--- src/rtl/core_pkg.sv ---
// Shared constants and types for the register-file write-back path.
package core_pkg;

    localparam int unsigned DATA_WIDTH = 32;
    localparam int unsigned ADDR_WIDTH = 5;
    localparam int unsigned NUM_REGS   = 32;

    // Names a write-back producer; used for the round-robin pointer and the age flag.
    typedef enum logic {
        WB_ALU = 1'b0,
        WB_MEM = 1'b1
    } wb_src_e;

endpackage

--- src/rtl/wb_hold_slot.sv ---
// One-entry holding register for a write-back producer.
// Writes to register 0 are accepted but never stored.
module wb_hold_slot #(
    parameter int unsigned DATA_WIDTH = 32,
    parameter int unsigned ADDR_WIDTH = 5
) (
    input  logic                  i_clk,
    input  logic                  i_rst_n,
    input  logic                  i_flush,
    input  logic                  i_valid,
    input  logic [ADDR_WIDTH-1:0] i_rd,
    input  logic [DATA_WIDTH-1:0] i_data,
    input  logic                  i_grant,
    output logic                  o_ready,
    output logic                  o_load,
    output logic                  o_held,
    output logic [ADDR_WIDTH-1:0] o_rd,
    output logic [DATA_WIDTH-1:0] o_data
);

    logic                  r_valid;
    logic [ADDR_WIDTH-1:0] r_rd;
    logic [DATA_WIDTH-1:0] r_data;
    logic                  w_valid_nxt;

    // Ready depends only on held state and this cycle's grant, never on i_valid.
    assign o_ready = ~r_valid | i_grant;
    assign o_load  = i_valid & o_ready & (i_rd != '0) & ~i_flush;
    assign o_held  = r_valid;
    assign o_rd    = r_rd;
    assign o_data  = r_data;

    // Next occupancy: flush wins, then a new load, then release on grant.
    always_comb begin
        w_valid_nxt = r_valid;
        if (i_flush) begin
            w_valid_nxt = 1'b0;
        end else if (o_load) begin
            w_valid_nxt = 1'b1;
        end else if (i_grant) begin
            w_valid_nxt = 1'b0;
        end
    end

    // Holding register state.
    always_ff @(posedge i_clk or negedge i_rst_n) begin
        if (!i_rst_n) begin
            r_valid <= 1'b0;
            r_rd    <= '0;
            r_data  <= '0;
        end else begin
            r_valid <= w_valid_nxt;
            if (o_load) begin
                r_rd   <= i_rd;
                r_data <= i_data;
            end
        end
    end

endmodule

--- src/rtl/regfile_wb_arbiter.sv ---
// Shares the register file's single write port between the ALU and load results.
// Round-robin between producers, but same-destination writes always retire in order.
module regfile_wb_arbiter #(
    parameter int unsigned DATA_WIDTH = 32,
    parameter int unsigned ADDR_WIDTH = 5,
    parameter int unsigned NUM_REGS   = 32
) (
    input  logic                  clock,
    input  logic                  reset,
    input  logic                  flush,
    input  logic                  alu_valid,
    output logic                  alu_ready,
    input  logic [ADDR_WIDTH-1:0] alu_rd,
    input  logic [DATA_WIDTH-1:0] alu_data,
    input  logic                  mem_valid,
    output logic                  mem_ready,
    input  logic [ADDR_WIDTH-1:0] mem_rd,
    input  logic [DATA_WIDTH-1:0] mem_data,
    output logic                  rf_wEn,
    output logic [ADDR_WIDTH-1:0] rf_write_sel,
    output logic [DATA_WIDTH-1:0] rf_write_data,
    output logic [NUM_REGS-1:0]   pending_mask
);

    import core_pkg::*;

    logic                  w_alu_load, w_alu_held, w_alu_grant;
    logic [ADDR_WIDTH-1:0] w_alu_rd;
    logic [DATA_WIDTH-1:0] w_alu_data;
    logic                  w_mem_load, w_mem_held, w_mem_grant;
    logic [ADDR_WIDTH-1:0] w_mem_rd;
    logic [DATA_WIDTH-1:0] w_mem_data;
    logic                  w_rr_flip;
    logic                  w_issue;
    wb_src_e               r_rr_ptr;
    wb_src_e               r_age;
    wb_src_e               w_age_nxt;
    logic                  r_wen;
    logic [ADDR_WIDTH-1:0] r_sel;
    logic [DATA_WIDTH-1:0] r_data;

    wb_hold_slot #(
        .DATA_WIDTH(DATA_WIDTH),
        .ADDR_WIDTH(ADDR_WIDTH)
    ) u_alu_slot (
        .i_clk  (clock),
        .i_rst_n(reset),
        .i_flush(flush),
        .i_valid(alu_valid),
        .i_rd   (alu_rd),
        .i_data (alu_data),
        .i_grant(w_alu_grant),
        .o_ready(alu_ready),
        .o_load (w_alu_load),
        .o_held (w_alu_held),
        .o_rd   (w_alu_rd),
        .o_data (w_alu_data)
    );

    wb_hold_slot #(
        .DATA_WIDTH(DATA_WIDTH),
        .ADDR_WIDTH(ADDR_WIDTH)
    ) u_mem_slot (
        .i_clk  (clock),
        .i_rst_n(reset),
        .i_flush(flush),
        .i_valid(mem_valid),
        .i_rd   (mem_rd),
        .i_data (mem_data),
        .i_grant(w_mem_grant),
        .o_ready(mem_ready),
        .o_load (w_mem_load),
        .o_held (w_mem_held),
        .o_rd   (w_mem_rd),
        .o_data (w_mem_data)
    );

    // Grant selection: same-rd conflicts go to the older entry, otherwise round-robin.
    always_comb begin
        w_alu_grant = 1'b0;
        w_mem_grant = 1'b0;
        w_rr_flip   = 1'b0;
        if (w_alu_held && w_mem_held) begin
            if (w_alu_rd == w_mem_rd) begin
                w_alu_grant = (r_age == WB_ALU);
                w_mem_grant = (r_age == WB_MEM);
            end else begin
                w_rr_flip   = 1'b1;
                w_alu_grant = (r_rr_ptr == WB_ALU);
                w_mem_grant = (r_rr_ptr == WB_MEM);
            end
        end else begin
            w_alu_grant = w_alu_held;
            w_mem_grant = w_mem_held;
        end
    end

    // A grant in a flush cycle is dropped along with the held entry.
    assign w_issue = (w_alu_grant | w_mem_grant) & ~flush;

    // Age: which entry will be older once both slots hold something next cycle.
    always_comb begin
        w_age_nxt = r_age;
        if (flush) begin
            w_age_nxt = WB_ALU;
        end else if (w_alu_held && !w_alu_grant && w_mem_held && !w_mem_grant) begin
            w_age_nxt = r_age;
        end else if (w_alu_held && !w_alu_grant && w_mem_load) begin
            w_age_nxt = WB_ALU;
        end else if (w_mem_held && !w_mem_grant && w_alu_load) begin
            w_age_nxt = WB_MEM;
        end else if (w_alu_load && w_mem_load) begin
            // Same-edge acceptance: the load belongs to the earlier instruction.
            w_age_nxt = WB_MEM;
        end
    end

    // Arbitration state: round-robin pointer (kept across flush) and age flag.
    always_ff @(posedge clock or negedge reset) begin
        if (!reset) begin
            r_rr_ptr <= WB_ALU;
            r_age    <= WB_ALU;
        end else begin
            r_age <= w_age_nxt;
            if (w_rr_flip && !flush) begin
                r_rr_ptr <= (r_rr_ptr == WB_ALU) ? WB_MEM : WB_ALU;
            end
        end
    end

    // Registered write port toward the register file.
    always_ff @(posedge clock or negedge reset) begin
        if (!reset) begin
            r_wen  <= 1'b0;
            r_sel  <= '0;
            r_data <= '0;
        end else begin
            r_wen <= w_issue;
            if (w_issue) begin
                r_sel  <= w_alu_grant ? w_alu_rd : w_mem_rd;
                r_data <= w_alu_grant ? w_alu_data : w_mem_data;
            end
        end
    end

    assign rf_wEn        = r_wen;
    assign rf_write_sel  = r_sel;
    assign rf_write_data = r_data;

    // Pending bitmap over held entries and the in-flight register-file write.
    always_comb begin
        pending_mask = '0;
        for (int i = 1; i < int'(NUM_REGS); i++) begin
            pending_mask[i] = (w_alu_held && (w_alu_rd == ADDR_WIDTH'(i)))
                            | (w_mem_held && (w_mem_rd == ADDR_WIDTH'(i)))
                            | (r_wen && (r_sel == ADDR_WIDTH'(i)));
        end
    end

endmodule

--- config.mk ---
export PLATFORM = sky130hd
export DESIGN_NAME = regfile_wb_arbiter
export DESIGN_NICKNAME = d
export VERILOG_FILES = /design/src/rtl/core_pkg.sv /design/src/rtl/wb_hold_slot.sv /design/src/rtl/regfile_wb_arbiter.sv
export SDC_FILE = /design/constraint.sdc
export NUM_CORES = 1
export LEC_CHECK = 0
export BUFFER_PORTS_ARGS = -buffer_cell sky130_fd_sc_hd__buf_2
export CAP_MARGIN = 15
export CORE_MARGIN = 10
export CORE_UTILIZATION = 40
export CTS_CLUSTER_SIZE = 30
export DETAILED_ROUTE_END_ITERATION = 10
export GPL_TIMING_DRIVEN = 1
export HOLD_SLACK_MARGIN = 0.06
export SETUP_SLACK_MARGIN = 0.15
export SLEW_MARGIN = 20
export SYNTH_ARGS = -nofsm -noshare
export SYNTH_HDL_FRONTEND = slang
export SYNTH_SLANG_ARGS = --single-unit
--- constraint.sdc ---
create_clock -name clock -period 3 [get_ports clock]
set_input_delay 0.15 -clock clock [delete_from_list [all_inputs] [get_ports clock]]
set_output_delay 0.15 -clock clock [all_outputs]
set_load 0.01 [all_outputs]
==> metrics.json, run 1 <==
{
  "hold_viol": {"value": 0},
  "drt_wl_total": {"value": 20200, "unit": "µm"},
  "port_buffers": {"value": 149},
  "ys_seq_elements": {"value": 116},
  "ys_dominant_reg_cell": {"value": "dfrtp_1"},
  "arrival": {"value": 2.70, "unit": "ns"},
  "p_switching": {"value": 1710, "unit": "µW"},
  "floorplan.initialDensity": {"value": 41.3, "unit": "%"},
  "place.detailed.instances": {"value": 877},
  "grt_overflow_total": {"value": 0},
  "grt_setup_unrepaired": {"value": "no"},
  "post_drt_via_cell_ratio": {"value": 5.60},
  "layout.filler_cells": {"value": 1262},
  "maxClockFrequency": {"value": 414, "unit": "MHz"},
  "p_sw_share": {"value": 29.8, "unit": "%"},
  "maximum_number_of_pins_on_one_net_before_global_route_repair": {"value": 60},
  "holdCritPathClass": {"value": "in -> reg"},
  "tritoncts.num_buffers": {"value": 17},
  "crit_required": {"value": 3.29, "unit": "ns"},
  "final_nets": {"value": 867},
  "grt_first_pass_wirelength": {"value": 32700, "unit": "µm"},
  "synth.yosys.seq_area_share": {"value": 47.8, "unit": "%"},
  "detailedRoute.firstPassIterationCount": {"value": 7},
  "post-dp-hpwl": {"value": 13800, "unit": "µm"},
  "timing.final.crit_period": {"value": 2.41, "unit": "ns"},
  "peak_supply_drop": {"value": 0.000424, "unit": "V"},
  "insertion_delay": {"value": 0.41, "unit": "ns"},
  "finish.cell_count_without_fillers": {"value": 985},
  "drive_gt1_share": {"value": 35.0, "unit": "%"},
  "number_of_antenna_violations_at_the_first_check_in_global_routing": {"value": 1},
  "powerDensity": {"value": 686, "unit": "nW/µm²"},
  "synth_fp_nets": {"value": 657},
  "layout_commonest_cell": {"value": "buf_2"},
  "die-height": {"value": 143, "unit": "µm"},
  "post-route-period-util": {"value": 80.5, "unit": "%"},
  "max_incr_delay_on_cp": {"value": 0.47, "unit": "ns"},
  "synth_cells": {"value": 578},
  "synth_cell_types": {"value": 47},
  "cts_num_sinks": {"value": 116},
  "synth-edff-count": {"value": 0},
  "gr-usage-all-layers": {"value": 20.0, "unit": "%"},
  "clockBufferDepth": {"value": 2},
  "syn_avg_cell_area": {"value": 10.5, "unit": "µm²"},
  "fin_tns_setup": {"value": 0, "unit": "ns"},
  "cts.root.buffer_cell": {"value": "clkbuf_16"},
  "largest_fanout_on_the_critical_path": {"value": 21},
  "leading_cell_types_in_the_layout_fill_and_taps_excluded": {"value": "buf_2 (148), dfrtp_1 (116), dlygate4sd3_1 (76)"},
  "async_flop_share": {"value": 100, "unit": "%"},
  "flow.area_growth_from_synthesis": {"value": 38.1, "unit": "%"},
  "ios": {"value": 151},
  "postRouteAntennaNets": {"value": 0},
  "tritoncts": {"value": "built"},
  "crit_path_end_kind": {"value": "flop"},
  "post_drt_wl_per_cell": {"value": 20.5, "unit": "µm"},
  "final-max-slew-violation-count": {"value": 0},
  "maxSlewHeadroom": {"value": 35.2, "unit": "%"},
  "p_comb_share": {"value": 23.7, "unit": "%"},
  "ctsHtreeMaxLevel": {"value": 4},
  "cellInternalPower": {"value": 4040, "unit": "µW"},
  "postLayoutSetupSlackWorst": {"value": 0.586, "unit": "ns"},
  "worst_clock_skew": {"value": 0.00913, "unit": "ns"},
  "max_stage_delay_cell_worst_path": {"value": "dfrtp_1"},
  "power.clock.fraction": {"value": 38.8, "unit": "%"},
  "core-area": {"value": 14700, "unit": "µm²"},
  "number_of_placement_rows": {"value": 44},
  "power.sequential.fraction": {"value": 37.5, "unit": "%"},
  "num_vias": {"value": 5520},
  "place_congestion": {"value": 0.871},
  "placement.setup.worst_slack": {"value": 0.625, "unit": "ns"},
  "die-area": {"value": 20500, "unit": "µm²"},
  "syn_area": {"value": 6070, "unit": "µm²"},
  "clk_pin_slew": {"value": 0.05, "unit": "ns"},
  "reg2reg_slack": {"value": 0.59, "unit": "ns"},
  "grt_pass1_vias": {"value": 6000},
  "drc_violation_total_after_the_first_tritonroute_iteration": {"value": 323},
  "post_cts_resize_count": {"value": 0},
  "timing.final.setup_violations": {"value": 0},
  "die_w": {"value": 143, "unit": "µm"},
  "maxCapViolations": {"value": 0},
  "critPathKind": {"value": "reg -> reg"},
  "drt_drc_violations_left": {"value": 0},
  "yosysWarnings": {"value": 0},
  "static-leakage-power": {"value": 0.00377, "unit": "µW"},
  "result_of_the_run": {"value": "completed"},
  "crit_path_cell_trace": {"value": "xnor2_2 -> and3_1 -> nand3_4 -> a311oi_4 -> buf_4 -> mux2_2"},
  "worst_pin_slew": {"value": 0.970, "unit": "ns"},
  "crit_path_start_kind": {"value": "flop"}
}
## critical path: cells and delay by family (launching register included)
family,cells,cell delay (ns)
simple gates,2,0.53
flops,1,0.47
buf+inv,1,0.41
mux,1,0.38
compound gates,1,0.28
xor+xnor,1,0.22
## registers in the layout, indices dropped and copies added, names as in the netlist
register	cells
u_alu_slot.o_data	32
u_alu_slot.o_held	1
u_alu_slot.o_rd	5
rf_write_sel	5
rf_wEn	1
u_mem_slot.o_data	32
u_mem_slot.o_held	1
u_mem_slot.o_rd	5
r_age	1
r_rr_ptr	1
rf_write_data	32
## cell families (layout without fill, tap and decap cells)
| logic type | after synthesis | after routing | share of synthesized area, % |
|---|---|---|---|
| and+or+nand+nor | 205 | 205 | 16.5 |
| AOI/OAI and AO/OA | 120 | 120 | 14.4 |
| DFF | 116 | 116 | 47.8 |
| muxes | 74 | 74 | 15.6 |
| buffers and inverters | 56 | 278 | 4.53 |
| xor gates and xnor gates | 6 | 6 | 1.11 |
| other | 1 | 2 | 0.0618 |
## repair_timing
item / 4_1_cts / 5_1_grt
endpoints found under the setup margin: 0 / 0
hold endpoints to repair: 131 / 0
hold buffers: 76 / 0
setup buffers: 0 / 0
## power by group through the flow
stage / registers, µW / logic, µW / clock network [µW]
after floorplan: 2120 / 836 / 0
after global placement: 2160 / 1260 / 0
after detailed placement: 2160 / 1280 / 0
after CTS: 2150 / 1370 / 2250
after global routing: 2200 / 1490 / 2330
final: 2160 / 1360 / 2230
## worst paths after layout
check,from,endpoint,cells after the start
max reg2reg,u_alu_slot.o_rd[2],u_mem_slot.o_data[1],6
max in group asynchronous,reset,u_mem_slot.o_data[25],3
min reg2reg,u_alu_slot.o_data[25],u_alu_slot.o_data[25],1
min in group asynchronous,reset,u_alu_slot.o_data[18],2
max,u_alu_slot.o_rd[2],u_mem_slot.o_data[1],6
min,alu_valid,u_alu_slot.o_held,3
## Yosys cell counts, drive strengths merged (2+ instances only)
library cell / count / area, µm²
nor2b: 9 / 56.3
nor2: 58 / 220
and3: 3 / 18.8
nand2: 66 / 248
nor4: 2 / 27.5
a21oi: 3 / 15.0
a211oi: 2 / 15.0
a222oi: 2 / 20.0
a22oi: 22 / 165
o21ai: 5 / 28.8
nand3: 4 / 42.5
buf: 14 / 118
nand2b: 7 / 43.8
nand4: 38 / 238
or4: 2 / 15.0
nor3: 8 / 40.0
dfrtp: 116 / 2900
clkbuf: 37 / 139
mux2: 74 / 946
o211ai: 2 / 15.0
inv: 5 / 18.8
o31ai: 39 / 293
a32oi: 6 / 52.6
a31oi: 36 / 225
and2: 4 / 25.0
xnor2: 5 / 58.8
## metrics by stage
stage / hold WS, ns / area [µm²] / total power, µW / utilization, %
final: 0.139 / 8380 / 5750 / 57.0
after CTS: 0.127 / 8380 / 5770 / 57.0
after global placement: 0.256 / 6970 / 3420 / 47.4
after floorplan: -0.146 / 6070 / 2960 / -
after detailed placement: 0.262 / 6970 / 3450 / 47.4
after global routing: 0.135 / 8380 / 6020 / 57.0
## per-layer routing
metal | up-vias | global-route usage (%) | routed length, µm
met5 | - | 0 | 0
met1 | 2725 | 24.3 | 8320
met4 | 0 | 6.46 | 298
met3 | 25 | 5.37 | 1600
li1 | 2545 | - | -
met2 | 225 | 33.6 | 9960
## cell type report
cell class	instances	area, µm²	share of cell area, %
antenna	1	2.50	0.0299
clock buffer	22	474	5.66
clock inverter	9	175	2.09
inverter	5	18.8	0.224
multi-input combinational	406	2910	34.7
sequential	116	2900	34.6
tap	184	230	2.75
timing repair buffer	242	1670	20.0
Note: power is estimated with default switching activity, not from simulation.
==> inputs of run 2 (changes only) <==
--- a/config.mk
+++ b/config.mk
@@ -5,6 +5,7 @@
 export SDC_FILE = /design/constraint.sdc
 export NUM_CORES = 1
 export LEC_CHECK = 0
+export ABC_AREA = 1
 export BUFFER_PORTS_ARGS = -buffer_cell sky130_fd_sc_hd__buf_2
 export CAP_MARGIN = 15
 export CORE_MARGIN = 10
@@ -13,6 +14,7 @@
 export DETAILED_ROUTE_END_ITERATION = 10
 export GPL_TIMING_DRIVEN = 1
 export HOLD_SLACK_MARGIN = 0.06
+export PLACE_DENSITY = 0.65
 export SETUP_SLACK_MARGIN = 0.15
 export SLEW_MARGIN = 20
 export SYNTH_ARGS = -nofsm -noshare
==> constraint.sdc (replaced) <==
create_clock -name clock -period 2.2 [get_ports clock]
set_input_delay 0.11 -clock clock [delete_from_list [all_inputs] [get_ports clock]]
set_output_delay 0.11 -clock clock [all_outputs]
set_load 0.01 [all_outputs]
==> run 2 against run 1 <==
Core utilization is 0.73 points lower; critical path depth is 1 lower; global-route usage is 1.4 points lower; critical endpoint is now pending_mask[20]; largest cell class is now sequential cells.
==> metrics.json, run 2 <==
{
  "result_of_the_run": {"value": "completed"},
  "synth-adder-area-share": {"value": 0, "unit": "%"},
  "drt_wl_total": {"value": 19100, "unit": "µm"},
  "synth.area.mux_share": {"value": 0, "unit": "%"},
  "place_congestion": {"value": 0.919},
  "postRouteAntennaNets": {"value": 0},
  "drive_gt1_share": {"value": 19.9, "unit": "%"},
  "ios": {"value": 151},
  "holdWs": {"value": 0.101, "unit": "ns"},
  "num_vias": {"value": 6103},
  "p_sw_share": {"value": 31.0, "unit": "%"},
  "number_of_antenna_violations_at_the_first_check_in_global_routing": {"value": 2},
  "drt_drc_violations_left": {"value": 0},
  "layout_commonest_cell": {"value": "nand2_1"},
  "crit_path_cell_trace": {"value": "nand2_1 -> inv_1 -> nand2_1 -> nand3_1 -> buf_2"},
  "power.sequential.fraction": {"value": 38.7, "unit": "%"},
  "power.clock.fraction": {"value": 37.3, "unit": "%"},
  "synth-edff-count": {"value": 0},
  "maxCapViolations": {"value": 0},
  "ys_dominant_reg_cell": {"value": "dfrtp_1"},
  "ctsHtreeMaxLevel": {"value": 4},
  "critical_path_buf_inv_count": {"value": 2},
  "post_synth_main_area_contributors": {"value": "dfrtp_1 (48%), nand2_1 (21%), inv_1 (7.9%)"},
  "most_frequent_cell_on_the_critical_path": {"value": "nand2_1"},
  "peak_supply_drop": {"value": 0.000520, "unit": "V"},
  "yosysWarnings": {"value": 0},
  "largest_fanout_on_the_critical_path": {"value": 16},
  "static-leakage-power": {"value": 0.00463, "unit": "µW"},
  "cts.root.buffer_cell": {"value": "clkbuf_16"},
  "synth.most_common_cell": {"value": "nand2_1"},
  "port_buffers": {"value": 149},
  "floorplan.initialDensity": {"value": 40.5, "unit": "%"},
  "crit_path_end_kind": {"value": "output port"},
  "post_drt_via_cell_ratio": {"value": 4.71},
  "worst_clock_skew": {"value": 0.00730, "unit": "ns"},
  "die-area": {"value": 20500, "unit": "µm²"},
  "async_flop_share": {"value": 100, "unit": "%"},
  "final_nets": {"value": 1172},
  "maxSlewHeadroom": {"value": 47.7, "unit": "%"},
  "final-max-slew-violation-count": {"value": 0},
  "timing.final.crit_period": {"value": 1.98, "unit": "ns"},
  "synth_cell_types": {"value": 27},
  "leading_cell_types_in_the_layout_fill_and_taps_excluded": {"value": "nand2_1 (348), buf_2 (148), inv_1 (128)"},
  "grt_overflow_total": {"value": 0},
  "tritoncts.num_buffers": {"value": 17},
  "drc_violation_total_after_the_first_tritonroute_iteration": {"value": 345},
  "synth_fp_nets": {"value": 939},
  "post-route-period-util": {"value": 90.1, "unit": "%"},
  "ys_seq_elements": {"value": 116},
  "ys_top_cells_by_count": {"value": "nand2_1 (348), inv_1 (128), dfrtp_1 (116)"},
  "flow.area_growth_from_synthesis": {"value": 39.1, "unit": "%"},
  "worst_pin_slew": {"value": 0.783, "unit": "ns"},
  "powerDensity": {"value": 838, "unit": "nW/µm²"},
  "max_stage_delay_cell_worst_path": {"value": "dfrtp_1"},
  "core-area": {"value": 15000, "unit": "µm²"},
  "critPathKind": {"value": "reg -> out"},
  "max_incr_delay_on_cp": {"value": 0.50, "unit": "ns"},
  "gr-usage-all-layers": {"value": 18.6, "unit": "%"},
  "synth_top_cell_area_share": {"value": 47.7, "unit": "%"},
  "synth_compound_area_share": {"value": 6.72, "unit": "%"},
  "maxClockFrequency": {"value": 505, "unit": "MHz"},
  "syn_area": {"value": 6080, "unit": "µm²"},
  "p_switching": {"value": 2200, "unit": "µW"},
  "arrival": {"value": 1.87, "unit": "ns"},
  "synth_top_family_by_area": {"value": "simple AND/OR/NAND/NOR gates"},
  "synth_cells": {"value": 860},
  "holdCritPathClass": {"value": "in -> async"},
  "clockBufferDepth": {"value": 2},
  "timing.critical_path.max_delay_family": {"value": "buffers and inverters"},
  "die_w": {"value": 143, "unit": "µm"},
  "cellInternalPower": {"value": 4890, "unit": "µW"},
  "grt_pass1_vias": {"value": 6070},
  "crit_path_start_kind": {"value": "flop"},
  "timing.final.setup_violations": {"value": 0},
  "detailedRoute.firstPassIterationCount": {"value": 7},
  "p_comb_share": {"value": 24.0, "unit": "%"},
  "synthXorXnorAreaFrac": {"value": 0.288, "unit": "%"},
  "maximum_number_of_pins_on_one_net_before_global_route_repair": {"value": 66},
  "syn_avg_cell_area": {"value": 7.08, "unit": "µm²"},
  "clk_pin_slew": {"value": 0.06, "unit": "ns"},
  "synth_simple_gate_area_share": {"value": 33.0, "unit": "%"},
  "grt_first_pass_wirelength": {"value": 30600, "unit": "µm"},
  "crit_required": {"value": 2.09, "unit": "ns"},
  "tritoncts": {"value": "built"},
  "layout.filler_cells": {"value": 1370},
  "die-height": {"value": 143, "unit": "µm"},
  "post_drt_wl_per_cell": {"value": 14.7, "unit": "µm"},
  "insertion_delay": {"value": 0.40, "unit": "ns"},
  "synth_top_cell_by_area": {"value": "dfrtp_1"},
  "post-dp-hpwl": {"value": 12700, "unit": "µm"},
  "number_of_placement_rows": {"value": 45},
  "hold_viol": {"value": 0},
  "grt_setup_unrepaired": {"value": "yes"},
  "cts_num_sinks": {"value": 116},
  "synth.yosys.seq_area_share": {"value": 47.7, "unit": "%"},
  "fin_tns_setup": {"value": 0, "unit": "ns"}
}
## run 2: area by class of cell
class	count	area [µm²]	area share [%]
diodes	2	5.00	0.0591
clock buffers	22	464	5.48
clock inverters	9	104	1.23
inverters	132	503	5.94
multi-input cells	578	2490	29.5
flip-flops and latches	116	2910	34.4
well taps	188	235	2.78
repair buffers	248	1750	20.7
## run 2: stage by stage
step	cell area [µm²]	total power, µW	worst slack, ns	util (%)	cells
CTS	8400	7110	0.207	55.9	1290
global placement	7050	4310	0.292	46.9	1181
floorplan	6080	3700	0.599	-	860
global route	8460	7520	0.135	56.3	1295
finish	8460	7090	0.218	56.3	1295
detailed placement	7050	4330	0.221	46.9	1181
## run 2: worst reg2reg max path, stage by stage (launching register included)
cell and delay (ns):
dfrtp_1 0.43, xnor2_1 0.31, nand3_2 0.15, nand2_1 0.12, nand3_4 0.13, o21ai_1 0.16
dlygate4sd3_1 0.57
## run 2: cell families after synthesis
family,Yosys count
xor gates and xnor gates,2
buffers and inverters,167
and+or+nand+nor,493
other,1
DFF,116
AOI/OAI and AO/OA,81
## run 2: final timing paths
path | slack [ns] | depth (start not counted) | end | start
worst max-delay path | 0.22 | 5 | pending_mask[20] | u_alu_slot.o_held
worst min-delay path | 0.10 | 2 | u_alu_slot.o_data[9] | reset
worst max register to register | 0.27 | 6 | u_mem_slot.o_held | u_alu_slot.o_rd[4]
worst min register to register | 0.47 | 2 | rf_write_data[29] | rf_write_data[29]
max in group asynchronous | 1.30 | 3 | u_alu_slot.o_rd[1] | reset
min in group clock | 0.17 | 5 | r_age | mem_valid
## run 2: timing repair
item,CTS,global route
setup endpoints to repair,0,78
hold endpoints to repair,192,0
resized for setup,0,10
buffers inserted,0,2
hold buffers,78,0
## run 2: routing by layer
layer  up-vias  routed length, µm  global-route usage [%]
li1       3092                  -                       -
met1      2745               8450                    23.4
met2       247               8830                    30.1
met3        19               1600                    6.11
met4         0                187                    4.62
met5         -                  0                       0
## run 2: power groups by stage
stage / Combinational, µW / Sequential, µW / Clock [µW]
after floorplan: 883 / 2820 / 0
after global placement: 1540 / 2760 / 0
after detailed placement: 1560 / 2770 / 0
after CTS: 1680 / 2740 / 2690
after global routing: 1910 / 2790 / 2810
final: 1700 / 2750 / 2650
==> inputs of run 3 (changes only) <==
--- a/config.mk
+++ b/config.mk
@@ -5,7 +5,7 @@
 export SDC_FILE = /design/constraint.sdc
 export NUM_CORES = 1
 export LEC_CHECK = 0
-export ABC_AREA = 1
+export ABC_AREA = 0
 export BUFFER_PORTS_ARGS = -buffer_cell sky130_fd_sc_hd__buf_2
 export CAP_MARGIN = 15
 export CORE_MARGIN = 10
==> run 3 against run 2 <==
Global-route usage up 2.1 points; largest power group unchanged; sequential cell count unchanged; critical path type is now reg -> reg; count of clock-buffer cells in the layout up 1.
==> metrics.json, run 3 (synthesis results as in run 1) <==
{
  "result_of_the_run": {"value": "completed"},
  "floorplan.initialDensity": {"value": 41.3, "unit": "%"},
  "grt_overflow_total": {"value": 0},
  "timing.final.crit_period": {"value": 2.17, "unit": "ns"},
  "layout_commonest_cell": {"value": "buf_2"},
  "cts.root.buffer_cell": {"value": "clkbuf_16"},
  "final-max-slew-violation-count": {"value": 0},
  "clockBufferDepth": {"value": 2},
  "detailedRoute.firstPassIterationCount": {"value": 6},
  "maximum_number_of_pins_on_one_net_before_global_route_repair": {"value": 74},
  "worst_pin_slew": {"value": 0.760, "unit": "ns"},
  "die_w": {"value": 143, "unit": "µm"},
  "die-height": {"value": 143, "unit": "µm"},
  "crit_required": {"value": 2.48, "unit": "ns"},
  "leading_cell_types_in_the_layout_fill_and_taps_excluded": {"value": "buf_2 (147), dfrtp_1 (115), dlygate4sd3_1 (76)"},
  "tritoncts": {"value": "built"},
  "post_drt_via_cell_ratio": {"value": 5.85},
  "clk_pin_slew": {"value": 0.06, "unit": "ns"},
  "grt_first_pass_wirelength": {"value": 33800, "unit": "µm"},
  "num_vias": {"value": 5951},
  "critPathKind": {"value": "reg -> reg"},
  "core-area": {"value": 14700, "unit": "µm²"},
  "hold_viol": {"value": 0},
  "number_of_antenna_violations_at_the_first_check_in_global_routing": {"value": 0},
  "maxSlewHeadroom": {"value": 49.2, "unit": "%"},
  "multi_input_gate_area_in_the_final_layout": {"value": 3180, "unit": "µm²"},
  "reg2reg_slack": {"value": 0.03, "unit": "ns"},
  "postRouteAntennaNets": {"value": 0},
  "worst_clock_skew": {"value": 0.00657, "unit": "ns"},
  "post-dp-hpwl": {"value": 13900, "unit": "µm"},
  "cts_num_sinks": {"value": 116},
  "arrival": {"value": 2.45, "unit": "ns"},
  "fin_tns_setup": {"value": 0, "unit": "ns"},
  "register_area": {"value": 2900, "unit": "µm²"},
  "post-route-period-util": {"value": 98.4, "unit": "%"},
  "maxClockFrequency": {"value": 462, "unit": "MHz"},
  "crit_path_end_kind": {"value": "flop"},
  "p_total": {"value": 8070, "unit": "µW"},
  "port_buffers": {"value": 149},
  "grt_pass1_vias": {"value": 6181},
  "final_nets": {"value": 899},
  "grt_setup_unrepaired": {"value": "yes"},
  "final_design_area_no_fill": {"value": 8980, "unit": "µm²"},
  "holdCritPathClass": {"value": "in -> reg"},
  "drt_wl_total": {"value": 22200, "unit": "µm"},
  "ios": {"value": 151},
  "layout.filler_cells": {"value": 1130},
  "static-leakage-power": {"value": 0.00410, "unit": "µW"},
  "largest_fanout_on_the_critical_path": {"value": 5},
  "insertion_delay": {"value": 0.41, "unit": "ns"},
  "post_drt_wl_per_cell": {"value": 21.8, "unit": "µm"},
  "die-area": {"value": 20500, "unit": "µm²"},
  "flow.area_growth_from_synthesis": {"value": 47.9, "unit": "%"},
  "gr-usage-all-layers": {"value": 20.7, "unit": "%"},
  "ctsHtreeMaxLevel": {"value": 4},
  "timing.final.setup_violations": {"value": 0},
  "number_of_placement_rows": {"value": 44},
  "drive_gt1_share": {"value": 42.7, "unit": "%"},
  "maxCapViolations": {"value": 0},
  "drc_violation_total_after_the_first_tritonroute_iteration": {"value": 532},
  "powerDensity": {"value": 899, "unit": "nW/µm²"},
  "placedInstanceArea": {"value": 7120, "unit": "µm²"},
  "crit_path_start_kind": {"value": "flop"},
  "place_congestion": {"value": 0.874},
  "peak_supply_drop": {"value": 0.000549, "unit": "V"},
  "tritoncts.num_buffers": {"value": 17},
  "drt_drc_violations_left": {"value": 0}
}
-- run 3: cell types whose count changed in the layout (fill, tap and decap cells not counted), moves of 22 or more --
| cell | delta |
|---|---|
| a22oi_1 | +22 |
| a31oi_1 | +36 |
| inv_1 | -124 |
| mux2_2 | +26 |
| mux2_4 | +48 |
| nand2_1 | -282 |
| nand3_1 | -72 |
| nand4_1 | +36 |
| o21ai_1 | -66 |
| o31ai_1 | +27 |
-- run 3: power by group --
part           total, µW  switching (µW)  leakage (µW)  internal (µW)
combinational       2280            1190       0.00246           1100
sequential          2930             373       0.00134           2560
clock               2850             960      0.000299           1890
-- run 3: final timing paths --
| check | startpoint | end | cells past startpoint |
|---|---|---|---|
| max reg2reg | u_mem_slot.o_rd[1] | u_alu_slot.o_rd[1] | 8 |
| min | mem_valid | u_mem_slot.o_held | 4 |
| max | u_mem_slot.o_rd[1] | u_alu_slot.o_rd[1] | 8 |
| max in group asynchronous | reset | rf_write_data[30] | 3 |
| min in group asynchronous | reset | u_alu_slot.o_data[22] | 2 |
| min reg2reg | u_alu_slot.o_data[12] | u_alu_slot.o_data[12] | 1 |
-- run 3: layout make-up --
type | count | area share [%]
multi-input combinational | 407 | 35.4
clock buffer | 23 | 5.44
inverter | 5 | 0.209
antenna | 1 | 0.0279
tap | 184 | 2.56
timing repair buffer | 273 | 22.6
clock inverter | 9 | 1.39
sequential | 116 | 32.3
-- run 3: worst max-delay path: stages, from the launching register on --
cell,delay [ns]
dfrtp_1,0.41
xnor2_2,0.23
nand2_1,0.14
buf_6,0.15
o211ai_1,0.30
nand3_4,0.20
buf_12,0.17
clkbuf_16,0.15
mux2_4,0.30
-- run 3: timing repair --
item,in CTS,in global routing
resized for setup,24,56
buffers inserted,2,6
cloned,2,4
hold buffers,76,0
endpoints found under the setup margin,122,97
hold endpoints to repair,118,0
pin swaps,4,20
-- run 3: per-layer routing --
layer | wire length, µm | track usage, % | vias up | share of wire [%]
met3 | 1960 | 5.74 | 52 | 8.8
met1 | 8770 | 24.6 | 2955 | 39
li1 | - | - | 2615 | -
met2 | 11000 | 34.6 | 329 | 49
met5 | 0 | 0 | - | 0
met4 | 530 | 8.14 | 0 | 2.4
-- run 3: stage by stage --
step | setup WS [ns] | util, % | hold slack (ns) | instances
after floorplan | 0.0928 | - | -0.186 | 578
after global placement | 0.0749 | 48.4 | 0.154 | 895
after detailed placement | -0.00826 | 48.4 | 0.157 | 895
after CTS | 0.0748 | 58.7 | 0.154 | 1007
after global routing | -0.0581 | 61.1 | 0.167 | 1017
final | 0.0343 | 61.1 | 0.158 | 1018
